===== src/rtl/al_mult_acc_pkg.sv =====
// Shared constants for the multiplier accumulator stage: operand format
// encodings and the deepest multiplier pipeline the tag line must track.
package al_mult_acc_pkg;

  localparam int FMT_SIGNED       = 0;
  localparam int FMT_UNSIGNED     = 1;
  localparam int MAX_MULT_LATENCY = 2;

endpackage


===== src/rtl/al_tag_delay.sv =====
// Shift register carrying {valid, last} tags alongside the multiplier pipeline.
// A depth of zero degenerates to a wire.
module al_tag_delay #(
  parameter int DEPTH = 2
) (
  input  logic       clk,
  input  logic       rst,
  input  logic       clr,
  input  logic [1:0] d,
  output logic [1:0] q
);

  generate
    if (DEPTH == 0) begin : g_pass
      logic unused_ctrl;
      assign unused_ctrl = ^{clk, rst, clr};
      assign q = d;
    end else begin : g_shift
      logic [1:0] stages [DEPTH];

      always_ff @(posedge clk) begin
        if (rst || clr) begin
          for (int i = 0; i < DEPTH; i++) stages[i] <= '0;
        end else begin
          stages[0] <= d;
          for (int i = 1; i < DEPTH; i++) stages[i] <= stages[i-1];
        end
      end

      assign q = stages[DEPTH-1];
    end
  endgenerate

endmodule


===== src/rtl/al_mult_acc.sv =====
// Group accumulator behind AL_LOGIC_MULT: sums tagged products, optionally
// saturating, and hands each group sum out through a valid/ready register.
module al_mult_acc
  import al_mult_acc_pkg::*;
#(
  parameter int    PROD_WIDTH   = 36,
  parameter int    ACC_WIDTH    = 48,
  parameter int    MULT_LATENCY = 2,
  parameter string INPUTFORMAT  = "SIGNED",
  parameter int    SATURATE     = 1,
  parameter int    CNT_WIDTH    = 8
) (
  input  logic                  clk,
  input  logic                  rst,
  input  logic                  in_valid,
  input  logic                  in_last,
  input  logic                  clr,
  input  logic [PROD_WIDTH-1:0] p,
  output logic [ACC_WIDTH-1:0]  out_data,
  output logic [CNT_WIDTH-1:0]  out_cnt,
  output logic                  out_sat,
  output logic                  out_valid,
  input  logic                  out_ready,
  output logic                  overrun
);

  localparam int FMT = (INPUTFORMAT == "UNSIGNED") ? FMT_UNSIGNED : FMT_SIGNED;

  generate
    if (MULT_LATENCY < 0 || MULT_LATENCY > MAX_MULT_LATENCY) begin : g_bad_latency
      $error("al_mult_acc: MULT_LATENCY out of range");
    end
    if (ACC_WIDTH < PROD_WIDTH) begin : g_bad_width
      $error("al_mult_acc: ACC_WIDTH must be at least PROD_WIDTH");
    end
  endgenerate

  logic [1:0] tag_q;
  logic       pv, plast;

  al_tag_delay #(.DEPTH(MULT_LATENCY)) u_tag_delay (
    .clk (clk),
    .rst (rst),
    .clr (clr),
    .d   ({in_valid, in_valid & in_last}),
    .q   (tag_q)
  );

  assign pv    = tag_q[1];
  assign plast = tag_q[0];

  logic [ACC_WIDTH-1:0] acc, ext, base, sum_next;
  logic [ACC_WIDTH:0]   sum_wide;
  logic [CNT_WIDTH-1:0] cnt, cnt_next;
  logic                 sat, first, ovf, sat_next, load_req;

  // One extra bit of headroom exposes overflow; the top two bits give the true sign.
  always_comb begin
    ext      = (FMT == FMT_SIGNED) ? ACC_WIDTH'($signed(p)) : ACC_WIDTH'(p);
    base     = first ? '0 : acc;
    sum_wide = '0;
    ovf      = 1'b0;
    if (FMT == FMT_SIGNED) begin
      sum_wide = {base[ACC_WIDTH-1], base} + {ext[ACC_WIDTH-1], ext};
      ovf      = sum_wide[ACC_WIDTH] ^ sum_wide[ACC_WIDTH-1];
    end else begin
      sum_wide = {1'b0, base} + {1'b0, ext};
      ovf      = sum_wide[ACC_WIDTH];
    end
    sum_next = sum_wide[ACC_WIDTH-1:0];
    if (ovf && SATURATE != 0) begin
      if (FMT != FMT_SIGNED)       sum_next = '1;
      else if (sum_wide[ACC_WIDTH]) sum_next = {1'b1, {(ACC_WIDTH-1){1'b0}}};
      else                          sum_next = {1'b0, {(ACC_WIDTH-1){1'b1}}};
    end
    cnt_next = first ? CNT_WIDTH'(1) : ((&cnt) ? cnt : cnt + CNT_WIDTH'(1));
    sat_next = (first ? 1'b0 : sat) | ovf;
    load_req = pv & plast & ~clr;
  end

  always_ff @(posedge clk) begin
    if (rst || clr) begin
      acc   <= '0;
      cnt   <= '0;
      sat   <= 1'b0;
      first <= 1'b1;
    end else if (pv) begin
      acc   <= sum_next;
      cnt   <= cnt_next;
      sat   <= sat_next;
      first <= plast;
    end
  end

  // A finished group that finds the result register still occupied is lost.
  always_ff @(posedge clk) begin
    if (rst) begin
      out_valid <= 1'b0;
      out_data  <= '0;
      out_cnt   <= '0;
      out_sat   <= 1'b0;
      overrun   <= 1'b0;
    end else begin
      if (out_valid && out_ready) out_valid <= 1'b0;
      if (load_req) begin
        if (!out_valid || out_ready) begin
          out_valid <= 1'b1;
          out_data  <= sum_next;
          out_cnt   <= cnt_next;
          out_sat   <= sat_next;
        end else begin
          overrun <= 1'b1;
        end
      end
    end
  end

endmodule

===== config.mk =====
export PLATFORM = sky130hd
export DESIGN_NAME = al_mult_acc
export DESIGN_NICKNAME = d
export VERILOG_FILES = /design/src/rtl/al_mult_acc_pkg.sv /design/src/rtl/al_tag_delay.sv /design/src/rtl/al_mult_acc.sv
export SDC_FILE = /design/constraint.sdc
export NUM_CORES = 1
export LEC_CHECK = 0
export ABC_AREA = 1
export CAP_MARGIN = 10
export CORE_MARGIN = 2
export CORE_UTILIZATION = 50
export DETAILED_ROUTE_END_ITERATION = 8
export DONT_BUFFER_PORTS = 1
export PLACE_DENSITY = 0.67
export REMOVE_ABC_BUFFERS = 1
export SLEW_MARGIN = 30
export SYNTH_ARGS = -nofsm -noshare
export SYNTH_HDL_FRONTEND = slang
export SYNTH_SLANG_ARGS = --single-unit

===== constraint.sdc =====
create_clock -name clk -period 3.1 [get_ports clk]
set_input_delay 0.62 -clock clk [delete_from_list [all_inputs] [get_ports clk]]
set_output_delay 0.62 -clock clk [all_outputs]
set_load 0.01 [all_outputs]

# ---- After elaboration in Yosys (flattened, before gate mapping)
# Memory sizes are Yosys's and may differ from the RTL's.
# Index checks and enable logic that the tools add are counted.
# Widths: inputs -> output; s select.
dict set report op_classes {
  add_sub_neg 2
  reduce_logical 7
  bitwise 9
  n_mux 14
}
# op n
set op_table {}
lappend op_table {{$mux 48} 3}
lappend op_table {{$add 48x36->49} 1}
lappend op_table {{$mux 8} 2}
lappend op_table {{$add 8x1->8 const B} 1}
lappend op_table {{$reduce_and 8->1} 1}
lappend op_table {{$mux 1} 7}
lappend op_table {{$mux 2} 2}
lappend op_table {{$reduce_and 2->1} 2}
lappend op_table {{$and 1x1->1} 3}
lappend op_table {{$or 1x1->1} 3}
lappend op_table {{$logic_or 1x1->1} 2}
lappend op_table {{$not 1->1} 2}
lappend op_table {{$logic_and 1x1->1} 1}
lappend op_table {{$logic_not 1->1} 1}
lappend op_table {{$xor 1x1->1} 1}
dict set report word_totals {
  mem_bits_rw 4
  mem_count 1
  in_bits 42
  regBits 117
}
# memory words width rd rd_clocked_by_memory_dff write_ports line_no
set memory_table {}
lappend memory_table {u_tag_delay.g_shift.stages 2 2 2 0 2 al_tag_delay.sv:19} ;# logic [1:0] stages [DEPTH];

# ---- Logic depth before layout (Yosys ltp)
# Gate-level depths: netlist (run 1).
dict set report depth {
  word_depth 4
  mapped_depth 24
  mapped_depth_nobuf 22
}

# ---- Cells and area by module
# From an unflattened synthesis (run 1), not the netlist that was laid out.
dict set report unflattened {
  cells_unflattened 1624
  hier_area_um2 9369.0
}
# mod seq_area_each_um2 instances cells_each area_each_um2
set modules_own_cells {}
lappend modules_own_cells {al_mult_acc 2342.2 1 1607 9230.1}
lappend modules_own_cells {al_tag_delay 80.1 1 17 138.9}

# ---- Worst setup path after synthesis (run 1)
# OpenSTA, ideal clock, no wires.
dict set report synth_path {
  kind {reg-to-reg}
  start {reg first}
  end {reg out_data[35]}
  path_stages_with_launch 21
  t_required_ns 2.972
  setup_ns 0.128
  n_path_buf 5
  path_slack_ns 0.135
  period_less_slack_ns 2.965
  arrival_ns 2.837
  path_cell_list {dfxtp_1 > clkbuf_1 > clkbuf_1 > clkbuf_1 > nor2_1 > ha_1 > nand2_1 > nor2_2 > inv_2 > nor2_1 > nand2_1 > nor2_1 > nand2_2 > nand3_2 > nand2_2 > nand2_2 > nand2_2 > buf_6 > buf_6 > a21oi_2 > a21oi_1}
}
dict set report synth_between {
  elab_chain_cells 4
  word_cells_on_any_way 5
  cone_classes {add/sub: 1; mux: 3; bitwise: 1}
}
# element line_no
set synth_lines {}
lappend synth_lines {{from (decl)} al_mult_acc.sv:55} ;# logic sat, first, ovf, sat_next, load_req;
lappend synth_lines {{from (signal assigned)} al_mult_acc.sv:91} ;# first <= plast;
lappend synth_lines {{$mux 48 (*)} al_mult_acc.sv:60} ;# base = first ? '0 : acc;
lappend synth_lines {{$add 48x36->49 (*)} al_mult_acc.sv:64} ;# sum_wide = {base[ACC_WIDTH-1], base} + {ext[ACC_WIDTH-1], ext};
lappend synth_lines {{$mux 48 or $xor 1x1->1 (tied branches)} {al_mult_acc.sv:73, al_mult_acc.sv:65}}
lappend synth_lines {{$mux 48 (*)} al_mult_acc.sv:71} ;# if (ovf && SATURATE != 0) begin
lappend synth_lines {{to (signal assigned)} al_mult_acc.sv:108} ;# out_data <= sum_next;
lappend synth_lines {{to (decl)} al_mult_acc.sv:19} ;# output logic [ACC_WIDTH-1:0] out_data,
# Mark *: on every way between the ends. The rest lies on a longest branch, timed or not.
# A chain may end at the register's enable or synchronous reset.

# ---- Worst setup path after layout (run 1)
dict set report layout_path {
  start {reg first}
  end {reg acc[4]}
}
dict set report layout_between {
  elab_chain_cells 4
  word_cells_on_any_way 5
  cone_classes {add/sub: 1; mux: 3; bitwise: 1}
}
# element line_no
set layout_lines {}
lappend layout_lines {{$mux 48 (*)} al_mult_acc.sv:60}
lappend layout_lines {{$add 48x36->49 (*)} al_mult_acc.sv:64}
lappend layout_lines {{$mux 48 or $xor 1x1->1 (tied branches)} {al_mult_acc.sv:73, al_mult_acc.sv:65}}
lappend layout_lines {{$mux 48 (*)} al_mult_acc.sv:71}
lappend layout_lines {{to (signal assigned)} al_mult_acc.sv:88} ;# acc <= sum_next;
lappend layout_lines {{to (decl)} al_mult_acc.sv:52} ;# logic [ACC_WIDTH-1:0] acc, ext, base, sum_next;
# Marks and branches as above.

==> impl_metrics.toml, run 1 <==
[logic_synthesis]
avgSynthCellArea_sq_um = 5.769
synthFlopType = "dfxtp_1"
ys_ff_latch = 121
syn_area_sq_um = 9334
synth_top_area_share_pct = 25.95
synth_edf_count = 0
ys_types = 31
syn_inst = 1618
async_flop_share_pct = 0
yosysSeqAreaShare_pct = 25.95
synth_area_leader_cell = "dfxtp_1"
ys_warn_count = 0
yosysMostFrequentCell = "nand2_1"
synth.area.top_cells = "dfxtp_1 (26%), nand2_1 (18%), inv_1 (12%)"
synth_common_cells = "nand2_1 (449), inv_1 (287), nor2_1 (217), a21oi_1 (129), nand3_1 (123)"

[pwr]
seq_power_share_pct = 40.6
p_comb_share_pct = 8.6
p_int_uw = 2788
power_switching_share_pct = 27.78
power-per-cell-area_nw_per_um2 = 375.6
power.switching_uw = 1073
clkPwrFrac_pct = 50.9
leakagePower_uw = 0.005364
irDropWorstVdd_mv = 0.3540

[cells_and_area]
n_antenna_cell = 0
layout.nets = 1697
layout-drive-gt1-share_pct = 7.108
area.growth.synth_to_final_pct = 10.13

[worst_setup_path]
ff2ff_setup_slack_ps = 210
cp_slowest_cell = "ha_2"
worst-path-buf-inv = 3
cp.arrival_ps = 3210
startpoint = "first"
path_delay_family = "simple AND/OR/NAND/NOR gates"
cp_num_cells = 18
endpoint = "acc[4]"
crit_type = "reg2reg"
rr_worst_depth = 18
crit_required_ps = 3420
cpMostUsedCell = "nand2_1"
path_cells = "buf_12 -> nor2_1 -> ha_2 -> nand2_1 -> nor2_1 -> and2_1 -> nand2_1 -> nor2_1 -> nand2_1 -> nand3_1 -> nand2_1 -> nand2_1 -> nand2_2 -> buf_12 -> nand2_1 -> nand3_1 -> nand2_1 -> inv_1"
cp_max_fo = 28
slowest_delay_ps = 410
start_kind = "flop"
cp-end-kind = "flop"
r2r-start = "first"
r2r-end = "acc[4]"

[run_status]
outcome = "finished, final reports clean"

[timing]
tightest_slew_ps = 713.4
drv_slew = 0
rsz0062_at_grt = "no"
setup_viol = 0
fin_setup_tns_ps = 0
clock.fmax_mhz = 346.6
hold_viol_final = 0
finalCriticalPeriod_ps = 2885
whs_ps = 264.2
slew_headroom_pct = 52.39
skew_ps = 12.55
fin_crit_sh_pct = 93.07

[global_routing]
grt_pass1_vias = 8862
overflow = 0
antenna_found_initial = 0
grt_usage_pct = 29.12
grt_max_degree = 53
grt_first_pass_wirelength_mm = 45.84

[floorplanning]
die_w_microns = 140.6
core_area_sq_um = 18150
rows = 49
die-area_sq_um = 19780
initial_core_util_pct = 51.43
num_io_pins = 101
die_h_microns = 140.6

[drt]
drtIter0Drc = 711
drt_pass1_iterations = 5
drc = 0
num_vias = 9420
routed_wl_mm = 28.04
final_antenna_net_count = 0
wl_per_cell_microns = 15.18
vias_per_cell = 5.100

[cts]
clock_sink_count = 121
ctsHoldBuffers = 0
cts_buffer_depth = 2
clk_latency_ps = 430
clk_pin_slew_ps = 60
h-tree-depth = 4
cts-root-buf = "clkbuf_16"
cts-buffers-inserted = 17
cts_tree = "done"

[place]
routabilityCongestion = 1.002
hpwl_mm = 22.14
portBuffers = 0

[min_path]
holdCritPathClass = "in2reg"

[job]
drv_cap = 0
## through the flow
step           setup slack, ps  cells  total power (uW)  utilization (%)  cell area [sq um]
3_3_place_gp             271.7   1815              1922            53.39               9688
4_1_cts                  182.5   1847              3879            56.52              10260
2_1_floorplan            -2672   1562              1819                -               9081
5_1_grt                  2.503   1847              4002            56.65              10280
6_report                 214.8   1847              3861            56.65              10280
3_5_place_dp             201.8   1815              1923            53.39               9688
## kinds of logic after synthesis
logic type               synth area share (%)
AND/OR/NAND/NOR                         37.17
adder cells (fa/ha/maj)                 6.783
XOR/XNOR                                3.190
AO/OA/AOI/OAI                           12.17
flip-flops                              25.95
buffers and inverters                   14.73
## worst min-delay path by stage
stage | start | end | cells past startpoint
after floorplan | u_tag_delay.g_shift.stages[0][0] | u_tag_delay.g_shift.stages[0][2] | 2
after global placement | u_tag_delay.g_shift.stages[0][1] | u_tag_delay.g_shift.stages[0][3] | 2
after detailed placement | u_tag_delay.g_shift.stages[0][1] | u_tag_delay.g_shift.stages[0][3] | 2
after CTS | rst | out_valid | 1
after global routing | rst | overrun | 1
final | rst | out_valid | 1
## power by group through the flow
stage                     Sequential [uW]  Combinational [uW]  Clock, uW
after floorplan                      1600                 216          0
final                                1570                 330       1970
after global placement               1600                 322          0
after detailed placement             1600                 323          0
after global routing                 1570                 365       2070
after CTS                            1570                 325       1990
## final cells by class
| class | count | area (sq um) |
|---|---|---|
| Multi-Input combinational cell | 1142 | 5573 |
| Clock inverter | 15 | 142.6 |
| Clock buffer | 17 | 425.4 |
| Sequential cell | 121 | 2425 |
| Tap cell | 229 | 286.5 |
| Inverter | 299 | 1122 |
| Fill cell | 1903 | 7868 |
| Timing Repair Buffer | 24 | 305.3 |
## layer usage
| metal | share of wire [%] | vias up | global-route usage (%) |
|---|---|---|---|
| met2 | 43 | 267 | 44.60 |
| met5 | 0 | - | 0 |
| met4 | 1.4 | 0 | 6.316 |
| met1 | 49 | 4173 | 41.67 |
| li1 | - | 4958 | - |
| met3 | 7.2 | 22 | 7.099 |
## what timing repair did
action,4_1_cts,5_1_grt
endpoints found under the setup margin,0,83
resized for setup,0,9
buffers inserted,0,0
## placed cells by master (no fill, tap or decap), types with 2 or more instances in the layout
cell type     n
nor2_1      216
or2_0         2
and2_1        6
nor2_2        7
inv_2        12
clkinv_2      3
nand2_1     447
a21oi_2      11
nand3_1     122
inv_8         2
nand3_2       2
buf_4        14
o21ai_0      58
dfxtp_2       2
inv_1       287
inv_6         5
o211ai_1      3
nand4_1      13
nor3_1       11
buf_12       10
nand2_2      17
xnor2_1       9
ha_2          5
clkbuf_16    17
dfxtp_1     119
ha_1         44
xor2_1       25
a21oi_1     128
clkinvlp_4    3
o21a_1        2
o21bai_1      9
## flip-flops by register name, summed over array words and instances (netlist names)
register                    cells
first                           1
out_sat                         1
out_valid                       1
u_tag_delay.g_shift.stages      4
out_data                       48
sat                             1
acc                            48
cnt                             8
out_cnt                         8
overrun                         1
(Power assumes the default switching activity.)
==> inputs of run 2 (changes only) <==
--- a/config.mk
+++ b/config.mk
@@ -9,3 +9,2 @@
 export CAP_MARGIN = 10
-export CORE_MARGIN = 2
 export CORE_UTILIZATION = 50
--- a/constraint.sdc
+++ b/constraint.sdc
@@ -3,2 +3,2 @@
 set_output_delay 0.62 -clock clk [all_outputs]
-set_load 0.01 [all_outputs]
+set_load 0.005 [all_outputs]
==> run 2 against run 1 <==
  * The flow now finishes with violations (DRC)
  * Setup slack better by 43 ps
  * Clock skew is 1.5 ps lower
  * Sequential cell count unchanged
  * Sequential share of layout area fell by 0.11 points
  * Total power rose by 2.3%
  * Global-route usage is 1.1 points higher
  * First-iteration DRC count decreased by 7.7%
  * Fmax is 1.5% higher
  * Hold slack improved by 3.7 ps
  * Sequential power about the same
  * Critical endpoint is now acc[43]
  * Largest power group unchanged
==> impl_metrics.toml, run 2 (synthesis gave the netlist of run 1 again) <==
[run_status]
outcome = "finished with violations"
violations = "DRC"

[worst_setup_path]
rr_worst_depth = 20
r2r-start = "first"
cp_slowest_cell = "fa_2"
slowest_delay_ps = 370
cp_max_fo = 25
cp-end-kind = "flop"
cp.arrival_ps = 3120
path_cells = "buf_12 -> nor2_1 -> ha_1 -> inv_1 -> fa_2 -> inv_1 -> nand2_1 -> nand2_1 -> nand3_1 -> nand2_1 -> nand2_1 -> nand2_2 -> nand2_2 -> nand3_2 -> nand2_2 -> nand2_2 -> nand2_2 -> buf_12 -> a21oi_2 -> a21oi_1"
r2r-end = "acc[43]"
ff2ff_setup_slack_ps = 260
cpMostUsedCell = "nand2_2"
startpoint = "first"
crit_type = "reg2reg"
endpoint = "acc[43]"
crit_required_ps = 3380
start_kind = "flop"

[timing]
hold_viol_final = 0
rsz0062_at_grt = "no"
tightest_slew_ps = 851.6
whs_ps = 267.8
slew_headroom_pct = 43.23
finalWorstSetupSlack_ps = 257.7
fin_crit_sh_pct = 91.69
clock.fmax_mhz = 351.8
setup_viol = 0
finalCriticalPeriod_ps = 2842
skew_ps = 11.00
drv_slew = 0

[job]
drv_cap = 0

[drt]
routed_wl_mm = 28.56
drc = 5
wl_per_cell_microns = 15.44
drt_pass1_iterations = 8
num_vias = 9514
vias_per_cell = 5.143
drtIter0Drc = 656
final_antenna_net_count = 0

[pwr]
leakagePower_uw = 0.005403
irDropWorstVdd_mv = 0.3470
power-per-cell-area_nw_per_um2 = 382.4

[global_routing]
antenna_found_initial = 0
grt_usage_pct = 30.22
grt_pass1_vias = 8720
grt_first_pass_wirelength_mm = 45.98
grt_max_degree = 114
overflow = 0

[min_path]
holdCritPathClass = "in2reg"

[cells_and_area]
layout-drive-gt1-share_pct = 7.341
multiInputGateArea_sq_um = 5584
area.sequential_sq_um = 2425
n_antenna_cell = 0
layout.nets = 1700
final_cells = 1850
fillerInstances = 1925
final_common_cell = "nand2_1"
area.growth.synth_to_final_pct = 10.66
reg.largest.list = "acc x48, out_data x48"
layout_common_cells = "nand2_1 (446), inv_1 (287), nor2_1 (213)"

[cts]
clk_pin_slew_ps = 60
clk_latency_ps = 430
h-tree-depth = 4
cts_buffer_depth = 2
cts-root-buf = "clkbuf_16"
cts-buffers-inserted = 17
cts_tree = "done"
post-cts-setup-buffer-count = 0
clock_sink_count = 121

[floorplanning]
num_io_pins = 101
die_w_microns = 138.6
die-area_sq_um = 19220
rows = 49
die_h_microns = 138.6
initial_core_util_pct = 51.43
core_area_sq_um = 18150

[place]
routabilityCongestion = 1.025
portBuffers = 0
hpwl_mm = 21.79
pre_cts_slack_ps = 207.1
dp_cells = 1817
-- run 2: changes by cell type in the layout (fill, tap and decap cells not counted), sizes merged --
cell / previous run / this run
inv: 306 / 309
buf: 24 / 26
clkinv: 4 / 2
clkbuf: 17 / 18
clkinvlp: 3 / 2
-- run 2: metal layers --
layer	share of wire, %	vias to the layer above	global-route usage (%)
met2	43	235	46.41
met3	6.0	30	5.421
li1	-	4963	-
met4	1.7	0	8.363
met5	0	-	0
met1	49	4286	43.21
-- run 2: how the worst min path moves through the flow --
| stage | slack, ps | startpoint | end | cells after the start |
|---|---|---|---|---|
| finish | 270 | rst | overrun | 1 |
| global route | 250 | rst | out_valid | 1 |
| CTS | 250 | rst | overrun | 1 |
| detailed placement | 400 | u_tag_delay.g_shift.stages[0][0] | u_tag_delay.g_shift.stages[0][2] | 2 |
| global placement | 400 | u_tag_delay.g_shift.stages[0][0] | u_tag_delay.g_shift.stages[0][2] | 2 |
| floorplan | 390 | u_tag_delay.g_shift.stages[0][0] | u_tag_delay.g_shift.stages[0][2] | 2 |
-- run 2: report_power, final --
group / total (uW) / leakage [uW] / switching [uW] / internal (uW)
Clock: 2050 / 0.000291 / 899 / 1160
Combinational: 331 / 0.00414 / 227 / 104
Sequential: 1570 / 0.000975 / 3.11 / 1560
-- run 2: stage by stage --
step,power (uW),setup TNS [ps],utilization (%),area [sq um]
floorplan,1819,-189000,-,9081
CTS,3964,0,56.52,10260
global placement,1915,0,53.19,9653
finish,3950,0,56.92,10330
detailed placement,1915,0,53.19,9653
global route,4067,0,56.92,10330
-- run 2: layout make-up --
class                   count  share of cell area, %
repair buffers             27                  2.980
inverters                 299                  10.87
flip-flops and latches    121                  23.48
clock inverters            15                  1.720
clock buffers              17                  4.119
multi-input cells        1142                  54.06
well taps                 229                  2.774
-- run 2: critical path, delay by kind of cell, from the launching register on --
kind / cells / cell delay [ps]
and+or+nand+nor: 12 / 990
adders and majority gates: 2 / 560
DFF: 1 / 350
buffers and inverters: 4 / 500
AOI/OAI and AO/OA: 2 / 290
-- run 2: repair_timing --
action / in CTS / in global routing
hold buffers: 0 / 0
endpoints found under the setup margin: 0 / 78
gates resized for setup: 0 / 14
